<file path="src/rtl/pifo_pushout.sv">
// rtl/pifo_pushout.sv - sorted-array PIFO with optional push-out on full and occupancy count
//
// Purpose:
//   Holds up to NUM_ELEMENTS (rank, payload) entries in a sorted register array.
//   Slot 0 is the head (lowest rank).
//   Equal ranks leave in arrival order.
//   With MODE_PUSHOUT=1 an enqueue on a full queue evicts the worst entry.
//   The worst entry is either the tail or the incoming entry, and it is
//   reported on the evict port.
//   With MODE_PUSHOUT=0 the queue back-pressures when full.
//
// Optional feature macro: PIFO_CLEAR_ALL_EN (adds i__clear_all)
//
// Ports:
//   clk, reset                  clock, synchronous active-high reset
//   i__clear_all                (PIFO_CLEAR_ALL_EN only) flush all entries
//   i__data_in_valid/_priority/i__data_in, o__data_in_ready    enqueue side
//   o__data_out_valid/_priority/o__data_out, i__data_out_ready dequeue side (registered head)
//   o__evict_valid/_priority/_data   one-cycle registered eviction report
//   o__count, o__full, o__empty      occupancy
module pifo_pushout #(
    parameter int NUM_ELEMENTS   = 16,
    parameter int PRIORITY_WIDTH = 8,
    parameter int DATA_WIDTH     = 16,
    parameter int MODE_PUSHOUT   = 1,
    localparam int CW            = $clog2(NUM_ELEMENTS + 1)
) (
    input  logic                      clk,
    input  logic                      reset,
`ifdef PIFO_CLEAR_ALL_EN
    input  logic                      i__clear_all,
`endif
    input  logic                      i__data_in_valid,
    input  logic [PRIORITY_WIDTH-1:0] i__data_in_priority,
    input  logic [DATA_WIDTH-1:0]     i__data_in,
    output logic                      o__data_in_ready,
    output logic                      o__data_out_valid,
    output logic [PRIORITY_WIDTH-1:0] o__data_out_priority,
    output logic [DATA_WIDTH-1:0]     o__data_out,
    input  logic                      i__data_out_ready,
    output logic                      o__evict_valid,
    output logic [PRIORITY_WIDTH-1:0] o__evict_priority,
    output logic [DATA_WIDTH-1:0]     o__evict_data,
    output logic [CW-1:0]             o__count,
    output logic                      o__full,
    output logic                      o__empty
);

    logic [PRIORITY_WIDTH-1:0] slot_pri   [NUM_ELEMENTS];
    logic [DATA_WIDTH-1:0]     slot_data  [NUM_ELEMENTS];
    logic [NUM_ELEMENTS-1:0]   slot_valid;
    logic [CW-1:0]             count;

    logic [PRIORITY_WIDTH-1:0] base_pri   [NUM_ELEMENTS];
    logic [DATA_WIDTH-1:0]     base_data  [NUM_ELEMENTS];
    logic [PRIORITY_WIDTH-1:0] next_pri   [NUM_ELEMENTS];
    logic [DATA_WIDTH-1:0]     next_data  [NUM_ELEMENTS];
    logic [NUM_ELEMENTS-1:0]   next_valid;
    logic [CW-1:0]             base_cnt;
    logic [CW-1:0]             next_cnt;
    logic [CW-1:0]             pos;

    logic                      full;
    logic                      deq;
    logic                      accept;
    logic                      po_full;
    logic                      replace;
    logic                      reject;
    logic                      insert;
    logic                      evict_valid_n;
    logic [PRIORITY_WIDTH-1:0] evict_pri_n;
    logic [DATA_WIDTH-1:0]     evict_data_n;
    logic                      clear;

`ifdef PIFO_CLEAR_ALL_EN
    assign clear = i__clear_all;
`else
    assign clear = 1'b0;
`endif

    assign full                 = (count == CW'(NUM_ELEMENTS));
    assign o__full              = full;
    assign o__empty             = (count == '0);
    assign o__count             = count;
    assign o__data_out_valid    = ~o__empty;
    assign o__data_out_priority = slot_pri[0];
    assign o__data_out          = slot_data[0];
    assign o__data_in_ready     = (MODE_PUSHOUT != 0) ? 1'b1 : ~full;

    always_comb begin
        deq     = i__data_out_ready && (count != '0);
        accept  = i__data_in_valid && o__data_in_ready;
        // Only reachable in push-out mode; back-pressure mode never accepts on full.
        po_full = accept && full && !deq;
        replace = po_full && (i__data_in_priority < slot_pri[NUM_ELEMENTS-1]);
        reject  = po_full && !replace;
        insert  = accept && !reject;

        // Post-dequeue view of the array; vacated slots are kept at zero so
        // invalid slots always read as zero.
        base_cnt = count - CW'(deq);
        for (int i = 0; i < NUM_ELEMENTS; i++) begin
            if (deq) begin
                base_pri[i]  = (i < NUM_ELEMENTS - 1) ? slot_pri[(i < NUM_ELEMENTS - 1) ? i + 1 : i]  : '0;
                base_data[i] = (i < NUM_ELEMENTS - 1) ? slot_data[(i < NUM_ELEMENTS - 1) ? i + 1 : i] : '0;
            end else begin
                base_pri[i]  = slot_pri[i];
                base_data[i] = slot_data[i];
            end
        end

        // Insert after every valid entry whose rank is <= the incoming rank.
        pos = '0;
        for (int i = 0; i < NUM_ELEMENTS; i++) begin
            if ((CW'(i) < base_cnt) && (base_pri[i] <= i__data_in_priority))
                pos = pos + 1'b1;
        end

        // On replace the array is full.
        // The shift-right drops the old tail off the end.
        for (int i = 0; i < NUM_ELEMENTS; i++) begin
            if (!insert || (CW'(i) < pos)) begin
                next_pri[i]  = base_pri[i];
                next_data[i] = base_data[i];
            end else if (CW'(i) == pos) begin
                next_pri[i]  = i__data_in_priority;
                next_data[i] = i__data_in;
            end else begin
                next_pri[i]  = base_pri[(i == 0) ? 0 : i - 1];
                next_data[i] = base_data[(i == 0) ? 0 : i - 1];
            end
        end

        if (po_full)
            next_cnt = count;
        else
            next_cnt = base_cnt + CW'(insert);

        for (int i = 0; i < NUM_ELEMENTS; i++)
            next_valid[i] = (CW'(i) < next_cnt);

        evict_valid_n = po_full;
        evict_pri_n   = '0;
        evict_data_n  = '0;
        if (replace) begin
            evict_pri_n  = slot_pri[NUM_ELEMENTS-1];
            evict_data_n = slot_data[NUM_ELEMENTS-1];
        end else if (reject) begin
            evict_pri_n  = i__data_in_priority;
            evict_data_n = i__data_in;
        end
    end

    always_ff @(posedge clk) begin
        if (reset || clear) begin
            count             <= '0;
            slot_valid        <= '0;
            o__evict_valid    <= 1'b0;
            o__evict_priority <= '0;
            o__evict_data     <= '0;
            for (int i = 0; i < NUM_ELEMENTS; i++) begin
                slot_pri[i]  <= '0;
                slot_data[i] <= '0;
            end
        end else begin
            count             <= next_cnt;
            slot_valid        <= next_valid;
            o__evict_valid    <= evict_valid_n;
            o__evict_priority <= evict_pri_n;
            o__evict_data     <= evict_data_n;
            for (int i = 0; i < NUM_ELEMENTS; i++) begin
                slot_pri[i]  <= next_pri[i];
                slot_data[i] <= next_data[i];
            end
        end
    end

endmodule

</file>
<file path="config.mk">
export PLATFORM = sky130hd
export DESIGN_NAME = pifo_pushout
export DESIGN_NICKNAME = d
export VERILOG_FILES = /design/src/rtl/pifo_pushout.sv
export SDC_FILE = /design/constraint.sdc
export NUM_CORES = 1
export LEC_CHECK = 0
export BUFFER_PORTS_ARGS = -buffer_cell sky130_fd_sc_hd__buf_4
export CAP_MARGIN = 20
export CELL_PAD_IN_SITES_DETAIL_PLACEMENT = 0
export CELL_PAD_IN_SITES_GLOBAL_PLACEMENT = 1
export CORE_MARGIN = 2
export CORE_UTILIZATION = 44
export DETAILED_ROUTE_END_ITERATION = 7
export GPL_TIMING_DRIVEN = 0
export PLACE_DENSITY_LB_ADDON = 0.1
export SYNTH_ARGS = -nofsm -noshare
export SYNTH_HDL_FRONTEND = slang
export SYNTH_SLANG_ARGS = --single-unit
</file>
<file path="constraint.sdc">
create_clock -name clk -period 15.25 [get_ports clk]
set_input_delay 3.05 -clock clk [delete_from_list [all_inputs] [get_ports clk]]
set_output_delay 3.05 -clock clk [all_outputs]
set_load 0.01 [all_outputs]
</file>
* Word-level counts from Yosys, hierarchy flattened
Memory sizes are Yosys's and may differ from the RTL's.
Index checks and enable logic that the tools add are counted.
** Cells by class
- $add $sub $neg :: 17
- Equal/unequal tests :: 16
- Reductions and logical operators :: 45
- Multiplexer cells :: 151
- Bitwise logic cells :: 33
- Magnitude comparators :: 49
** Operators by type and width (count)
- 16-bit two-way mux :: 66
- 8-bit two-way mux :: 66
- 8-bit less-or-equal comparator :: 16
- 4-bit by 5-bit less-than comparator with 1-bit output, first input constant :: 16
- 5-bit by 1-bit adder with 5-bit output, second input constant :: 15
- 5-bit two-way mux :: 15
- 4-bit by 5-bit == test with 1-bit output, first input constant :: 8
- 3-bit by 5-bit less-than comparator with 1-bit output, first input constant :: 8
- 1-bit OR :: 32
- 1-bit logical AND :: 22
- 3-bit by 5-bit == test with 1-bit output, first input constant :: 4
- 1-bit by 5-bit less-than comparator with 1-bit output, first input constant :: 4
- 2-bit by 5-bit less-than comparator with 1-bit output, first input constant :: 4
- 1-bit logical OR :: 16
- 2-bit by 5-bit == test with 1-bit output, first input constant :: 2
- 5-bit zero test :: 2
- 8-bit less-than comparator :: 1
- 5-bit by 1-bit adder with 5-bit output :: 1
- 1-bit by 5-bit == test with 1-bit output, first input constant :: 1
- 5-bit == test, second input constant :: 1
- 5-bit nonzero test :: 1
- 5-bit by 1-bit subtractor with 5-bit output :: 1
- 1-bit zero test :: 4
- 1-bit two-way mux :: 4
- 1-bit inverter :: 1
** Word-level totals
- Output and inout port bits :: 58
- Memories :: 2
- Word-level logic and storage cells :: 317
- Flip-flop bits (word level) :: 30
- Memory bits (writable) :: 384
** Memory list
- slot_data :: words 16, width 16, rd ports 16, clocked after memory_dff 0, wr ports 16, line 50 : logic [DATA_WIDTH-1:0] slot_data [NUM_ELEMENTS];
- slot_pri :: words 16, width 8, rd ports 16, clocked after memory_dff 0, wr ports 16, line 49 : logic [PRIORITY_WIDTH-1:0] slot_pri [NUM_ELEMENTS];

* Longest topological paths before layout
Gate-level depths: netlist (run 1).
- Word-level depth :: 40
- Mapped depth :: 69

* Least setup slack after synthesis (run 1)
Ideal clock, no wire load.
- Path kind :: input-to-reg
- Start point :: input port i__data_out_ready
- End point :: memory slot_data[8][10] (netlist: slot_data[1][10])
- Setup time :: 0.076 ns
- Path slack :: -0.049 ns
- Path buffers :: 7
- Stages :: 61
- Arrival :: 15.223 ns
- Path through :: nand2_1 inv_2 clkbuf_1 buf_1 buf_1 ha_1 ha_1 buf_4 nor3_1 a21oi_1 o21ai_0 inv_1 ha_1 clkbuf_1 and2_1 a31o_1 or3_4 inv_1 [25 not listed] nor2_1 ha_1 inv_1 mux2_2 a31oi_1 ha_1 nand2_1 nand2_1 ha_1 mux2_2 nor2_1 nand2_1 clkbuf_1 nor3_1 clkbuf_1 a22o_1 a22oi_1 o22ai_1
** RTL lines
- start, declared :: line 40 : input logic i__data_out_ready,
- end, declared :: line 50

==> impl_metrics.prom, run 1 <==
# TYPE chip_impl_metric gauge
chip_impl_metric{name="detail_route.wirelength",unit="µm"} 124000
chip_impl_metric{name="fin_ws",unit="ps"} 401
chip_impl_metric{name="synth_enable_flop_cells",unit=""} 0
chip_impl_info{name="yosys.cell_count.top_type",value="sky130_fd_sc_hd__nand2_1"} 1
chip_impl_metric{name="core",unit="µm²"} 63200
chip_impl_metric{name="fin_skew",unit="ps"} 50.7
chip_impl_metric{name="numPortBuffers",unit=""} 84
chip_impl_metric{name="yosys.cell_types.count",unit=""} 105
chip_impl_metric{name="htree_levels",unit=""} 2
chip_impl_metric{name="floorplan.io_pins",unit=""} 86
chip_impl_metric{name="setup_viol",unit=""} 0
chip_impl_metric{name="postSynthRegisterBits",unit=""} 414
chip_impl_metric{name="fin_hold_ws",unit="ps"} 485
chip_impl_metric{name="area_delta_synth_final",unit="%"} 18.7
chip_impl_metric{name="portion_of_the_clock_cycle_consumed_by_the_worst_path_in_the_final_layout",unit="%"} 97.4
chip_impl_metric{name="hold_violation_count_in_the_final_report",unit=""} 0
chip_impl_metric{name="area.sequential",unit="µm²"} 8290
chip_impl_metric{name="clkTransAtPathRegs",unit="ps"} 60
chip_impl_metric{name="grt_start_max_net_pins",unit=""} 23
chip_impl_info{name="cts_tree",value="yes"} 1
chip_impl_metric{name="avgSynthCellArea",unit="µm²"} 8.10
chip_impl_metric{name="place_ws",unit="ps"} -3310
chip_impl_metric{name="drt_pre_antenna_iters",unit=""} 6
chip_impl_info{name="ys_top_cells_by_area",value="sky130_fd_sc_hd__dfxtp_1, sky130_fd_sc_hd__mux2i_1, sky130_fd_sc_hd__nand2_1"} 1
chip_impl_info{name="ctsRootBufferMaster",value="sky130_fd_sc_hd__clkbuf_16"} 1
chip_impl_metric{name="antenna_violating_nets_post_route",unit=""} 0
chip_impl_metric{name="antenna_cells_inserted",unit=""} 0
chip_impl_metric{name="die_width",unit="µm"} 257
chip_impl_metric{name="clock_latency",unit="ps"} 650
chip_impl_metric{name="mappedNetlistNets",unit=""} 3666
chip_impl_metric{name="initial_antenna_violation_count",unit=""} 0
chip_impl_metric{name="required_time_at_the_endpoint_of_the_critical_path",unit="ps"} 15700
chip_impl_metric{name="cts.hold.buffers_added",unit=""} 0
chip_impl_info{name="critical_path.endpoint_type",value="register"} 1
chip_impl_metric{name="async_reset_ff_share",unit="%"} 0
chip_impl_metric{name="synth_sequential_area_ratio",unit="%"} 29.4
chip_impl_metric{name="worst-r2r-setup-slack",unit="ps"} 1240
chip_impl_metric{name="tritoncts.num_buffers",unit=""} 51
chip_impl_info{name="yosys-top-cells-count",value="sky130_fd_sc_hd__nand2_1, sky130_fd_sc_hd__dfxtp_1, sky130_fd_sc_hd__mux2i_1, sky130_fd_sc_hd__nor2_1, sky130_fd_sc_hd__clkbuf_1"} 1
chip_impl_metric{name="vias",unit=""} 28938
chip_impl_metric{name="grt_overflow",unit=""} 0
chip_impl_metric{name="wl_per_cell",unit="µm"} 27.1
chip_impl_metric{name="post_synth_inst_count",unit=""} 3484
chip_impl_metric{name="n_fill_cell",unit=""} 6079
chip_impl_metric{name="hpwlAfterDp",unit="µm"} 98300
chip_impl_metric{name="synth_top_area_share",unit="%"} 29.4
chip_impl_metric{name="final-max-slew-violation-count",unit=""} 0
chip_impl_metric{name="finalWeightedCongestion",unit=""} 1.01
chip_impl_metric{name="grtUsageTotal",unit="%"} 36.2
chip_impl_info{name="worst-setup-path-type",value="in -> reg"} 1
chip_impl_metric{name="worst_pin_slew",unit="ps"} 1240
chip_impl_metric{name="max-clock-path-buffers",unit=""} 3
chip_impl_info{name="critPathSlowestCell",value="sky130_fd_sc_hd__or3b_4"} 1
chip_impl_metric{name="maxCapViolCount",unit=""} 0
chip_impl_metric{name="worstPathArrival",unit="ps"} 15300
chip_impl_metric{name="yosys_warnings",unit=""} 0
chip_impl_metric{name="die-height",unit="µm"} 257
chip_impl_metric{name="achievable-frequency",unit="GHz"} 0.0673
chip_impl_info{name="critical_path.most_common_cell",value="sky130_fd_sc_hd__ha_1"} 1
chip_impl_metric{name="detail_route.iter0.violations",unit=""} 2785
chip_impl_info{name="largest_area_contributor_in_the_synthesized_netlist",value="sky130_fd_sc_hd__dfxtp_1"} 1
chip_impl_metric{name="vias_per_cell",unit=""} 6.36
chip_impl_metric{name="cp_slowest_stage_delay",unit="ps"} 420
chip_impl_metric{name="netlist_area",unit="µm²"} 28200
chip_impl_info{name="postSynth.topFlopCell",value="sky130_fd_sc_hd__dfxtp_1"} 1
chip_impl_metric{name="multiInputGateArea",unit="µm²"} 18800
chip_impl_metric{name="die_area",unit="µm²"} 66200
chip_impl_metric{name="timing.max_slew.rel_slack",unit="%"} 16.5
chip_impl_info{name="worst_hold_path_type",value="reg -> reg"} 1
chip_impl_metric{name="grt_pass1_vias",unit=""} 28612
chip_impl_metric{name="clock-sinks",unit=""} 414
chip_impl_info{name="run_status",value="finished clean"} 1
chip_impl_metric{name="num-nets-final",unit=""} 3850
chip_impl_metric{name="grt_first_pass_wirelength",unit="µm"} 181000
chip_impl_metric{name="initial_utilization",unit="%"} 44.6
chip_impl_metric{name="min_period",unit="ps"} 14850
chip_impl_info{name="setup.worst_path.start_class",value="primary input"} 1
chip_impl_metric{name="critical_path_peak_fanout",unit=""} 10
chip_impl_metric{name="drt_drc_violations_left",unit=""} 0
chip_impl_metric{name="floorplan.rows",unit=""} 92
chip_impl_metric{name="ratio_of_cells_with_drive_above_1_in_the_final_layout",unit="%"} 16.1
[final cells by class]
cell class,instances,share of cell area [%]
buffer,310,5.83
multi-input combinational,2627,56.2
inverter,124,1.40
clock inverter,17,0.613
tap,846,3.16
timing repair buffer,140,3.70
clock buffer,72,4.38
sequential,414,24.7
[stage by stage]
step / cell area [µm²] / util [%] / instances / setup TNS (ps)
6_report: 33500 / 53.0 / 4550 / 0
5_1_grt: 33500 / 53.0 / 4550 / -23.9
4_1_cts: 32900 / 52.0 / 4526 / 0
3_5_place_dp: 30100 / 47.6 / 4423 / -1113970
3_3_place_gp: 29900 / 47.3 / 4414 / -1067450
2_1_floorplan: 28200 / - / 3484 / 0
[worst paths after layout]
kind	from	end	depth (start not counted)
max	i__data_out_ready	slot_pri[0][56]	61
min reg2reg	slot_data[1][115]	slot_data[1][115]	1
min	slot_data[1][115]	slot_data[1][115]	1
max reg2reg	o__count[2]	slot_pri[0][56]	63
[placed cells by master (no fill, tap or decap), types with 32 or more instances in the layout]
| cell | Yosys | final |
|---|---|---|
| sky130_fd_sc_hd__nand2_1 | 643 | 631 |
| sky130_fd_sc_hd__dfxtp_1 | 414 | 414 |
| sky130_fd_sc_hd__mux2i_1 | 314 | 309 |
| sky130_fd_sc_hd__nor2_1 | 209 | 198 |
| sky130_fd_sc_hd__buf_4 | 35 | 185 |
| sky130_fd_sc_hd__ha_1 | 154 | 149 |
| sky130_fd_sc_hd__a21oi_1 | 149 | 145 |
| sky130_fd_sc_hd__inv_1 | 121 | 120 |
| sky130_fd_sc_hd__o22ai_1 | 115 | 115 |
| sky130_fd_sc_hd__clkbuf_1 | 193 | 113 |
| sky130_fd_sc_hd__o32ai_1 | 102 | 100 |
| sky130_fd_sc_hd__a21boi_0 | 86 | 82 |
| sky130_fd_sc_hd__o2bb2ai_1 | 80 | 80 |
| sky130_fd_sc_hd__o21ai_0 | 66 | 63 |
| sky130_fd_sc_hd__nand2b_1 | 59 | 59 |
| sky130_fd_sc_hd__clkbuf_16 | 0 | 54 |
| sky130_fd_sc_hd__a211oi_1 | 56 | 54 |
| sky130_fd_sc_hd__clkbuf_2 | 0 | 50 |
| sky130_fd_sc_hd__o31ai_1 | 55 | 50 |
| sky130_fd_sc_hd__nand3_1 | 41 | 37 |
| sky130_fd_sc_hd__and3_1 | 36 | 35 |
| sky130_fd_sc_hd__a31oi_1 | 35 | 32 |
[sequential cells by signal, summed over array words and instances, names as in the netlist]
name / cells
o__evict_valid: 1
slot_data: 256
o__evict_data: 16
slot_pri: 128
o__count: 5
o__evict_priority: 8
[routing by layer]
| layer | wire (µm) | global-route usage, % |
|---|---|---|
| met2 | 54700 | 57.2 |
| met5 | 0 | 0 |
| met4 | 9440 | 23.7 |
| met3 | 8300 | 5.45 |
| met1 | 51100 | 45.9 |
[critical path, delay by kind of cell]
| family | cells | cell delay (ps) |
|---|---|---|
| multiplexers | 5 | 1300 |
| AO/OA/AOI/OAI | 13 | 2330 |
| buffers and inverters | 8 | 1260 |
| XOR/XNOR | 2 | 410 |
| adder cells (fa/ha/maj) | 13 | 3580 |
| AND/OR/NAND/NOR | 20 | 3320 |
[what timing repair did]
| item | CTS | global route |
|---|---|---|
| gates resized for setup | 281 | 147 |
| gates cloned | 2 | 1 |
| pin swaps | 15 | 18 |
| setup buffers | 18 | 23 |
| setup endpoints to repair | 384 | 384 |
[cell families after synthesis]
logic type      share of synthesized area (%)
simple gates                             17.9
compound gates                           24.9
buf+inv                                  6.96
flops                                    29.4
mux                                      11.6
fa+ha+maj                                6.83
xor+xnor                                 2.50
other cells                            0.0133
Power of run 1 is left out: the tool's default activity adds up to more than one toggle a clock period on the data nets, which glitch-free logic cannot reach.
==> inputs of run 2 (changes only) <==
- CELL_PAD_IN_SITES_DETAIL_PLACEMENT: 0 -> unset
- CELL_PAD_IN_SITES_GLOBAL_PLACEMENT: 1 -> unset
- CORE_MARGIN: 2 -> 10
- CORE_UTILIZATION: 44 -> 58
- PLACE_DENSITY: unset -> 0.78
- PLACE_DENSITY_LB_ADDON: 0.1 -> unset
==> run 2 against run 1 <==
Compared with the run above: the run now ends with DRC left; highest routed layer is now met5; worst setup slack worse by 100 ps; clock-buffer cell count up 2; global-route usage up 2.0 points.
==> impl_metrics.prom, run 2 (same netlist as run 1, synthesis figures left out) <==
# TYPE chip_impl_metric gauge
chip_impl_info{name="run_status",value="finished with violations"} 1
chip_impl_info{name="violations_in_the_final_reports",value="DRC"} 1
chip_impl_metric{name="die_area",unit="µm²"} 57900
chip_impl_metric{name="hold_violation_count_in_the_final_report",unit=""} 0
chip_impl_metric{name="portion_of_the_clock_cycle_consumed_by_the_worst_path_in_the_final_layout",unit="%"} 98.1
chip_impl_info{name="layout.cells.most_common_list",value="sky130_fd_sc_hd__nand2_1, sky130_fd_sc_hd__dfxtp_1, sky130_fd_sc_hd__mux2i_1"} 1
chip_impl_metric{name="die-height",unit="µm"} 241
chip_impl_info{name="grt.busiest_layer",value="met2"} 1
chip_impl_metric{name="initial_utilization",unit="%"} 58.8
chip_impl_metric{name="core",unit="µm²"} 47900
chip_impl_info{name="critical_path.most_common_cell",value="sky130_fd_sc_hd__ha_1"} 1
chip_impl_metric{name="tritoncts.num_buffers",unit=""} 47
chip_impl_info{name="worst_hold_path_type",value="reg -> reg"} 1
chip_impl_metric{name="antenna_cells_inserted",unit=""} 0
chip_impl_metric{name="hpwlAfterDp",unit="µm"} 87200
chip_impl_metric{name="detail_route.wirelength",unit="µm"} 116000
chip_impl_metric{name="vias",unit=""} 29955
chip_impl_metric{name="ratio_of_cells_with_drive_above_1_in_the_final_layout",unit="%"} 16.1
chip_impl_info{name="ctsRootBufferMaster",value="sky130_fd_sc_hd__clkbuf_16"} 1
chip_impl_metric{name="grt_overflow",unit=""} 0
chip_impl_metric{name="grtUsageMet3",unit="%"} 6.75
chip_impl_metric{name="worstPathArrival",unit="ps"} 15450
chip_impl_metric{name="timing.max_slew.rel_slack",unit="%"} 15.5
chip_impl_metric{name="multiInputGateArea",unit="µm²"} 19000
chip_impl_metric{name="area.sequential",unit="µm²"} 8290
chip_impl_metric{name="maxCapViolCount",unit=""} 0
chip_impl_metric{name="cts.hold.buffers_added",unit=""} 0
chip_impl_metric{name="n_fill_cell",unit=""} 4025
chip_impl_metric{name="grtUsageTotal",unit="%"} 38.2
chip_impl_metric{name="floorplan.io_pins",unit=""} 86
chip_impl_metric{name="grt_first_pass_wirelength",unit="µm"} 169000
chip_impl_info{name="setup.worst_path.start_class",value="primary input"} 1
chip_impl_info{name="registers.top_by_ff_count",value="slot_data"} 1
chip_impl_metric{name="drt_pre_antenna_iters",unit=""} 8
chip_impl_metric{name="clock-sinks",unit=""} 414
chip_impl_info{name="critical_path.endpoint_type",value="register"} 1
chip_impl_metric{name="initial_antenna_violation_count",unit=""} 3
chip_impl_metric{name="wl_per_cell",unit="µm"} 26.9
chip_impl_info{name="critPathSlowestCell",value="sky130_fd_sc_hd__mux2i_1"} 1
chip_impl_metric{name="vias_per_cell",unit=""} 6.97
chip_impl_metric{name="antenna_violating_nets_post_route",unit=""} 0
chip_impl_metric{name="max-clock-path-buffers",unit=""} 3
chip_impl_info{name="cts_tree",value="yes"} 1
chip_impl_metric{name="numPortBuffers",unit=""} 84
chip_impl_metric{name="drt_drc_violations_left",unit=""} 1
chip_impl_metric{name="groute.layer.met1.usage",unit="%"} 47.6
chip_impl_metric{name="detail_route.iter0.violations",unit=""} 4293
chip_impl_metric{name="grt.met2_usage",unit="%"} 57.8
chip_impl_metric{name="fin_skew",unit="ps"} 19.1
chip_impl_metric{name="critical_path_peak_fanout",unit=""} 10
chip_impl_metric{name="final-max-slew-violation-count",unit=""} 0
chip_impl_metric{name="floorplan.rows",unit=""} 80
chip_impl_metric{name="num-nets-final",unit=""} 3829
chip_impl_metric{name="die_width",unit="µm"} 241
chip_impl_metric{name="area_delta_synth_final",unit="%"} 17.3
chip_impl_metric{name="worst_pin_slew",unit="ps"} 1270
chip_impl_info{name="reg_top3",value="slot_data x256, slot_pri x128, o__evict_data x16"} 1
chip_impl_metric{name="fin_hold_ws",unit="ps"} 487
chip_impl_metric{name="setup_viol",unit=""} 0
chip_impl_metric{name="grt_pass1_vias",unit=""} 28166
chip_impl_metric{name="largest_register_ffs",unit=""} 256
chip_impl_metric{name="htree_levels",unit=""} 2
chip_impl_metric{name="achievable-frequency",unit="GHz"} 0.0669
chip_impl_metric{name="clock_latency",unit="ps"} 610
chip_impl_info{name="mostFrequentLayoutCell",value="sky130_fd_sc_hd__nand2_1"} 1
chip_impl_metric{name="finalWeightedCongestion",unit=""} 1.07
chip_impl_metric{name="clkTransAtPathRegs",unit="ps"} 60
chip_impl_metric{name="min_period",unit="ps"} 14950
chip_impl_info{name="worst-setup-path-type",value="in -> reg"} 1
chip_impl_metric{name="grt_start_max_net_pins",unit=""} 23
chip_impl_metric{name="cp_slowest_stage_delay",unit="ps"} 610
chip_impl_metric{name="required_time_at_the_endpoint_of_the_critical_path",unit="ps"} 15750
## run 2: cell types whose count changed in the layout (fill, tap and decap cells not counted), sizes merged
cell,delta
inv,-1
clkinv,-7
bufbuf,+1
clkbuf,-3
bufinv,+1
buf,-13
## run 2: layout make-up
| class | count | share of cell area (%) |
|---|---|---|
| Multi-Input combinational cell | 2627 | 57.3 |
| Sequential cell | 414 | 25.0 |
| Buffer | 309 | 5.80 |
| Clock buffer | 74 | 4.38 |
| Timing Repair Buffer | 124 | 3.25 |
| Tap cell | 615 | 2.32 |
| Inverter | 124 | 1.42 |
| Clock inverter | 10 | 0.507 |
## run 2: final timing paths
path | from | endpoint | slack [ps] | cells after the start
hold reg to reg | slot_data[1][119] | slot_data[1][119] | 490 | 1
hold / removal | slot_data[1][119] | slot_data[1][119] | 490 | 1
setup / recovery | i__data_out_ready | slot_data[1][55] | 300 | 57
setup reg to reg | o__count[2] | slot_data[1][55] | 1600 | 59
## run 2: critical path, delay by kind of cell
family / cells / cell delay (ps)
buffers and inverters: 10 / 1800
and+or+nand+nor: 20 / 3530
muxes: 5 / 1610
adders and majority gates: 13 / 3420
AOI/OAI and AO/OA: 9 / 2000
## run 2: metal layers
metal / wire length (µm) / part of all wire (%)
met5: 13 / 0.011
met4: 10800 / 9.3
met3: 12600 / 11
met2: 48400 / 42
met1: 43800 / 38
## run 2: repair_timing
item,in CTS,in global routing
pin swaps,10,19
gates cloned,1,2
resized for setup,267,171
buffers inserted,13,17
setup endpoints to repair,384,384
## run 2: through the flow
| stage | worst slack (ps) | setup TNS, ps | utilization (%) | instances | cell area, µm² |
|---|---|---|---|---|---|
| after floorplan | 117 | 0 | - | 3484 | 28200 |
| after global placement | -3140 | -1027130 | 61.8 | 4183 | 29600 |
| after detailed placement | -3070 | -1057060 | 62.0 | 4190 | 29700 |
| after CTS | 13.1 | 0 | 67.5 | 4280 | 32400 |
| after global routing | -51.5 | -343 | 69.0 | 4297 | 33100 |
| final | 297 | 0 | 69.0 | 4297 | 33100 |
Power of run 2 is left out for the same reason.
